===== config.mk =====
export PLATFORM = sky130hd
export DESIGN_NAME = peripheral_bridge_ahb3_mpi
export DESIGN_NICKNAME = d
export VERILOG_FILES = /design/src/rtl/peripheral_bridge_ahb3_mpi.sv
export SDC_FILE = /design/constraint.sdc
export NUM_CORES = 1
export LEC_CHECK = 0
export ABC_AREA = 1
export BUFFER_PORTS_ARGS = -buffer_cell sky130_fd_sc_hd__buf_4
export CORE_MARGIN = 1.5
export CORE_UTILIZATION = 46
export CTS_BUF_LIST = sky130_fd_sc_hd__clkbuf_4 sky130_fd_sc_hd__clkbuf_8 sky130_fd_sc_hd__clkbuf_16
export CTS_CLUSTER_DIAMETER = 150
export CTS_CLUSTER_SIZE = 10
export DETAILED_ROUTE_END_ITERATION = 8
export GPL_TIMING_DRIVEN = 0
export PLACE_DENSITY_LB_ADDON = 0.3
export SLEW_MARGIN = 20
export SYNTH_ARGS = -nofsm -noshare
export SYNTH_HDL_FRONTEND = slang
export SYNTH_SLANG_ARGS = --single-unit

===== constraint.sdc =====
create_clock -name clk -period 1.7 [get_ports clk]
set_input_delay 0.085 -clock clk [delete_from_list [all_inputs] [get_ports clk]]
set_output_delay 0.085 -clock clk [all_outputs]
set_load 0.02 [all_outputs]

===== src/rtl/peripheral_bridge_ahb3_mpi.sv =====
// -----------------------------------------------------------------------------
// peripheral_bridge_ahb3_mpi
//
// AHB3-Lite slave front-end for the generic single-request MPI bus. Each
// accepted NONSEQ/SEQ beat is turned into a single MPI request. The request is
// held on bus_en until the buffer answers with bus_ack or bus_err, or until
// the response timeout expires. AHB wait states are inserted while the request
// is outstanding. Failures are reported with the two-cycle AHB ERROR response.
//
// Handshake (MPI side): bus_addr/bus_we are stable while bus_en=1. The request
// completes in the cycle where bus_en=1 and bus_ack or bus_err is sampled high.
// bus_en then drops for at least one cycle before the next request is issued.
// bus_data_out is only sampled in the cycle where bus_ack is high.
//
// Ports
//   clk, rst            single rising-edge clock, synchronous active-high reset
//   ahb3_*_i            AHB3-Lite slave inputs (hburst/hprot/hmastlock ignored)
//   ahb3_hrdata_o       read data, updated only when a read completes OK
//   ahb3_hready_o       data phase complete
//   ahb3_hresp_o        1 = ERROR
//   bus_addr, bus_we    registered transfer address / direction
//   bus_en              request active
//   bus_data_in         write data (straight from ahb3_hwdata_i)
//   bus_data_out        read data from the buffer, valid with bus_ack
//   bus_ack, bus_err    request completion status
//   fsm_state           current FSM state (IDLE=0 ACCESS=1 DONE=2 ERR1=3 ERR2=4)
// -----------------------------------------------------------------------------
module peripheral_bridge_ahb3_mpi #(
    parameter int PLEN    = 32,
    parameter int XLEN    = 32,
    parameter int TIMEOUT = 255
) (
    input  logic            clk,
    input  logic            rst,

    input  logic            ahb3_hsel_i,
    input  logic [PLEN-1:0] ahb3_haddr_i,
    input  logic [XLEN-1:0] ahb3_hwdata_i,
    input  logic            ahb3_hwrite_i,
    input  logic [2:0]      ahb3_hsize_i,
    input  logic [2:0]      ahb3_hburst_i,
    input  logic [3:0]      ahb3_hprot_i,
    input  logic [1:0]      ahb3_htrans_i,
    input  logic            ahb3_hmastlock_i,
    input  logic            ahb3_hready_i,
    output logic [XLEN-1:0] ahb3_hrdata_o,
    output logic            ahb3_hready_o,
    output logic            ahb3_hresp_o,

    output logic [31:0]     bus_addr,
    output logic            bus_we,
    output logic            bus_en,
    output logic [31:0]     bus_data_in,
    input  logic [31:0]     bus_data_out,
    input  logic            bus_ack,
    input  logic            bus_err,

    output logic [2:0]      fsm_state
);

    typedef enum logic [2:0] {
        ST_IDLE   = 3'd0,
        ST_ACCESS = 3'd1,
        ST_DONE   = 3'd2,
        ST_ERR1   = 3'd3,
        ST_ERR2   = 3'd4
    } state_t;

    // A zero TIMEOUT still needs a 1-bit counter to keep the code legal.
    localparam int              CNT_W   = (TIMEOUT > 0) ? $clog2(TIMEOUT + 1) : 1;
    localparam logic [CNT_W-1:0] CNT_LIM = CNT_W'(TIMEOUT);

    state_t            state;
    logic [CNT_W-1:0]  cnt;
    logic              ack_q;    // buffer answered OK, finish next cycle
    logic              err_q;    // buffer answered with an error
    logic [XLEN-1:0]   rdata_q;  // read data captured with bus_ack
    logic              acc;
    logic              size_ok;
    logic              timed_out;

    // Beats and attributes the bridge does not act on.
    logic unused_inputs;
    assign unused_inputs = ^{ahb3_hburst_i, ahb3_hprot_i, ahb3_hmastlock_i,
                             ahb3_htrans_i[0]};

    assign acc         = ahb3_hsel_i & ahb3_hready_i & ahb3_htrans_i[1] & ahb3_hready_o;
    assign size_ok     = (ahb3_hsize_i == 3'b010);
    assign timed_out   = (TIMEOUT != 0) && (cnt == CNT_LIM);
    assign bus_data_in = ahb3_hwdata_i;
    assign fsm_state   = state;

    always_ff @(posedge clk) begin
        if (rst) begin
            state         <= ST_IDLE;
            ahb3_hready_o <= 1'b1;
            ahb3_hresp_o  <= 1'b0;
            ahb3_hrdata_o <= '0;
            bus_en        <= 1'b0;
            bus_we        <= 1'b0;
            bus_addr      <= '0;
            cnt           <= '0;
            ack_q         <= 1'b0;
            err_q         <= 1'b0;
            rdata_q       <= '0;
        end else begin
            case (state)
                ST_IDLE, ST_DONE, ST_ERR2: begin
                    if (acc) begin
                        bus_addr      <= ahb3_haddr_i[31:0];
                        bus_we        <= ahb3_hwrite_i;
                        ahb3_hready_o <= 1'b0;
                        if (!size_ok) begin
                            // Unsupported size: answer ERROR without touching the bus.
                            state        <= ST_ERR1;
                            ahb3_hresp_o <= 1'b1;
                        end else begin
                            state        <= ST_ACCESS;
                            ahb3_hresp_o <= 1'b0;
                            bus_en       <= 1'b1;
                            cnt          <= '0;
                            ack_q        <= 1'b0;
                            err_q        <= 1'b0;
                        end
                    end else begin
                        state         <= ST_IDLE;
                        ahb3_hready_o <= 1'b1;
                        ahb3_hresp_o  <= 1'b0;
                    end
                end

                ST_ACCESS: begin
                    if (bus_en) begin
                        // Request outstanding. err has priority over ack,
                        // and either one has priority over the timeout.
                        if (bus_err) begin
                            bus_en <= 1'b0;
                            err_q  <= 1'b1;
                        end else if (bus_ack) begin
                            bus_en  <= 1'b0;
                            ack_q   <= 1'b1;
                            rdata_q <= bus_data_out;
                        end else if (timed_out) begin
                            bus_en       <= 1'b0;
                            state        <= ST_ERR1;
                            ahb3_hresp_o <= 1'b1;
                        end else begin
                            cnt <= cnt + 1'b1;
                        end
                    end else if (err_q || !ack_q) begin
                        // Request ended with an error; start the ERROR response.
                        state        <= ST_ERR1;
                        ahb3_hresp_o <= 1'b1;
                    end else begin
                        // Request ended OK; complete the data phase.
                        state         <= ST_DONE;
                        ahb3_hready_o <= 1'b1;
                        ahb3_hresp_o  <= 1'b0;
                        if (!bus_we) begin
                            ahb3_hrdata_o <= rdata_q;
                        end
                    end
                end

                ST_ERR1: begin
                    state         <= ST_ERR2;
                    ahb3_hready_o <= 1'b1;
                    ahb3_hresp_o  <= 1'b1;
                end

                default: begin
                    state         <= ST_IDLE;
                    ahb3_hready_o <= 1'b1;
                    ahb3_hresp_o  <= 1'b0;
                    bus_en        <= 1'b0;
                end
            endcase
        end
    end

endmodule


==> flow_summary.toml <==
[placement]
port_buffers = 177
dpl.hpwl_um = 9080
post_dp_cell_area_mm2 = 0.00606
gp_congestion = 0.811

[yosys]
syn_area_per_cell_um2 = 7.71
synth_xor_area_frac = 0.00192
synth_top_area_share = 0.495
synth_seq_cells = 113
synthSimpleGateAreaFrac = 0.262
synthMuxAreaShare = 0
synth_common_cells = "nor2_1, dfxtp_1, o21ai_0, nand2_1, buf_4"
synth-main-ff-cell = "dfxtp_1"
yosysWarningCount = 0
synth_compound_area_frac = 0.124
synthDistinctLibCells = 32
syn_area_mm2 = 0.00457
synth_cells = 592
synth_fp_nets = 709
yosys-top-cells-area = "dfxtp_1, nor2_1, o21ai_0"
seq_area_frac_synth = 0.495
synth-edff-count = 0
synth-adder-area-share = 0.00274
synth_top_family_by_area = "simple AND/OR/NAND/NOR gates"
yosysTopAreaCell = "dfxtp_1"
postSynth.asyncResetShare = 0
yosysMostFrequentCell = "nor2_1"

[setup_path]
crit_start = "fsm_state[1]"
cp.arrival_ps = 1910
crit_type = "register to register"
cpMostUsedCell = "nor2_1"
start_kind = "register"
r2r-end = "bus_addr[30]"
cp_cell_sequence = "a21oi_2 -> nand2_2 -> clkinv_1 -> buf_2 -> nor2_1 -> nor2_1"
end_kind = "register"
r2r-start = "fsm_state[1]"
slowest_delay_ps = 390
required_ps = 2090
path_max_fanout = 10
worstRegToRegCells = 6
slowest_stage = "dfxtp_1"
r2r_slack_ps = 190

[route]
drt_iter0_markers = 171
vias = 4788
wl_per_cell_um = 13.5
viasPerCell = 4.79
ant_nets = 0
dr.pass1.iters = 4
drc = 0
wirelength_um = 13500

[layout]
nets = 971
diodes = 0
syn2layout_area_growth_pct = 59.5
finalCoreUtilization = 0.752
final_layout_size_suffix_gt1_frac = 0.317
final_area_mm2 = 0.00728

[cts]
clkLatencyLatePin_ps = 510
cts_buffer_depth = 2
cts_resized = 0
path_clk_slew_ps = 60
htreeDepth = 4
cts_buffers = 17
clockRootBuffer = "clkbuf_8"
clock_sinks = 113
tritoncts = "yes"

[die]
initial_core_util = 0.472
dieArea_mm2 = 0.0105
row_count = 36
die_h_um = 103
core-area_mm2 = 0.00968
io_pins = 219
die_w_um = 103

[global_route]
grt_usage = 0.260
grt_overflow = 0
grt_max_degree = 17
antenna_found_initial = 0
grt_pass1_wl_um = 21200
grt_pass1_vias = 4651

[run_status]
status = "finished, final reports clean"

[sta]
skew_ps = 10.4
drv_slew = 0
worst_pin_slew_ps = 442
hold_viol = 0
post-route-period-util = 0.889
rsz0062_at_grt = "no"
setup_viol = 0
relSlewSlack = 0.705
min_period_ps = 1510
tns_ps = 0
fmaxAchievable_mhz = 662

[power]
powerDensity_mw_per_mm2 = 948
power.leakage_nw = 3.24
peakVddDrop_mv = 0.751

[hold_path]
hold_path_end = "fsm_state[1]"
min-delay-start = "ahb3_hsize_i[1]"
hold_depth = 4
hp-class = "input port to register"

[job]
maxCapViolCount = 0
power by group:
| part | switching, mW | total [mW] | internal, mW |
|---|---|---|---|
| combinational | 0.382 | 0.817 | 0.435 |
| sequential | 0.0342 | 2.74 | 2.70 |
| clock | 1.26 | 3.35 | 2.09 |
state kept, by name, indices dropped and copies added, names as in the netlist:
name	count
bus_en	1
fsm_state	3
ack_q	1
err_q	1
bus_addr	32
ahb3_hready_o	1
ahb3_hresp_o	1
bus_we	1
rdata_q	32
ahb3_hrdata_o	32
cnt	8
kinds of logic (layout without fill, tap and decap cells):
| kind of cell | count (synthesis) | count (layout) |
|---|---|---|
| adder cells (fa/ha/maj) | 1 | 1 |
| XOR/XNOR | 1 | 1 |
| flip-flops | 113 | 113 |
| buffers and inverters | 85 | 360 |
| AO/OA/AOI/OAI | 111 | 111 |
| AND/OR/NAND/NOR | 281 | 281 |
critical path, delay by kind of cell, from the launching register on:
family / cells / cell delay (ps)
AO/OA/AOI/OAI: 1 / 110
AND/OR/NAND/NOR: 3 / 380
buffers and inverters: 2 / 510
flip-flops: 1 / 390
final cells by class:
class	instances	area [µm²]
inverters	23	88.8
clock inverters	14	140
clock buffers	18	422
plain buffers	62	433
repair buffers	243	1990
fillers	661	2400
multi-input cells	394	1780
well taps	133	166
flip-flops and latches	113	2260
layer usage:
| layer | share of wire | global-route usage | up-vias |
|---|---|---|---|
| li1 | - | - | 2387 |
| met5 | 0 | 0 | - |
| met2 | 0.53 | 0.473 | 167 |
| met4 | 0.025 | 0.109 | 0 |
| met1 | 0.39 | 0.290 | 2201 |
| met3 | 0.053 | 0.0603 | 33 |
through the flow:
| stage | hold slack [ps] | setup slack, ps | power, mW | cells |
|---|---|---|---|---|
| 6_report | 34.9 | 189 | 6.91 | 1000 |
| 5_1_grt | 43.9 | 31.8 | 7.11 | 1000 |
| 4_1_cts | 2.24 | 206 | 6.91 | 1000 |
| 3_5_place_dp | 343 | 226 | 3.47 | 902 |
| 3_3_place_gp | 335 | 266 | 3.46 | 902 |
| 2_1_floorplan | 249 | 337 | 3.15 | 592 |
repair_timing:
item / CTS / global route
hold buffers: 66 / 0
hold endpoints to repair: 66 / 0
setup buffers: 0 / 0
layout by cell type (no fill, tap or decap), drive strengths merged, types with 2 or more instances in the layout:
cell type | Yosys | routed
nor3b | 2 | 2
nor2 | 212 | 212
clkbuf | 16 | 34
nand2 | 41 | 41
bufinv | 0 | 2
nand3b | 3 | 3
nand4 | 2 | 2
clkinvlp | 0 | 2
dfxtp | 113 | 113
o21ai | 97 | 97
dlygate4sd3 | 0 | 66
a21oi | 11 | 11
inv | 22 | 24
nand3 | 19 | 19
clkinv | 1 | 9
buf | 46 | 223
how the worst max path moves through the flow:
stage	endpoint	slack, ps	depth (start not counted)
floorplan	ahb3_hrdata_o[10]	340	7
global placement	rdata_q[1]	270	6
detailed placement	rdata_q[10]	230	6
CTS	rdata_q[1]	210	6
global route	rdata_q[2]	30	6
finish	bus_addr[30]	190	6
(Power assumes the default switching activity.)
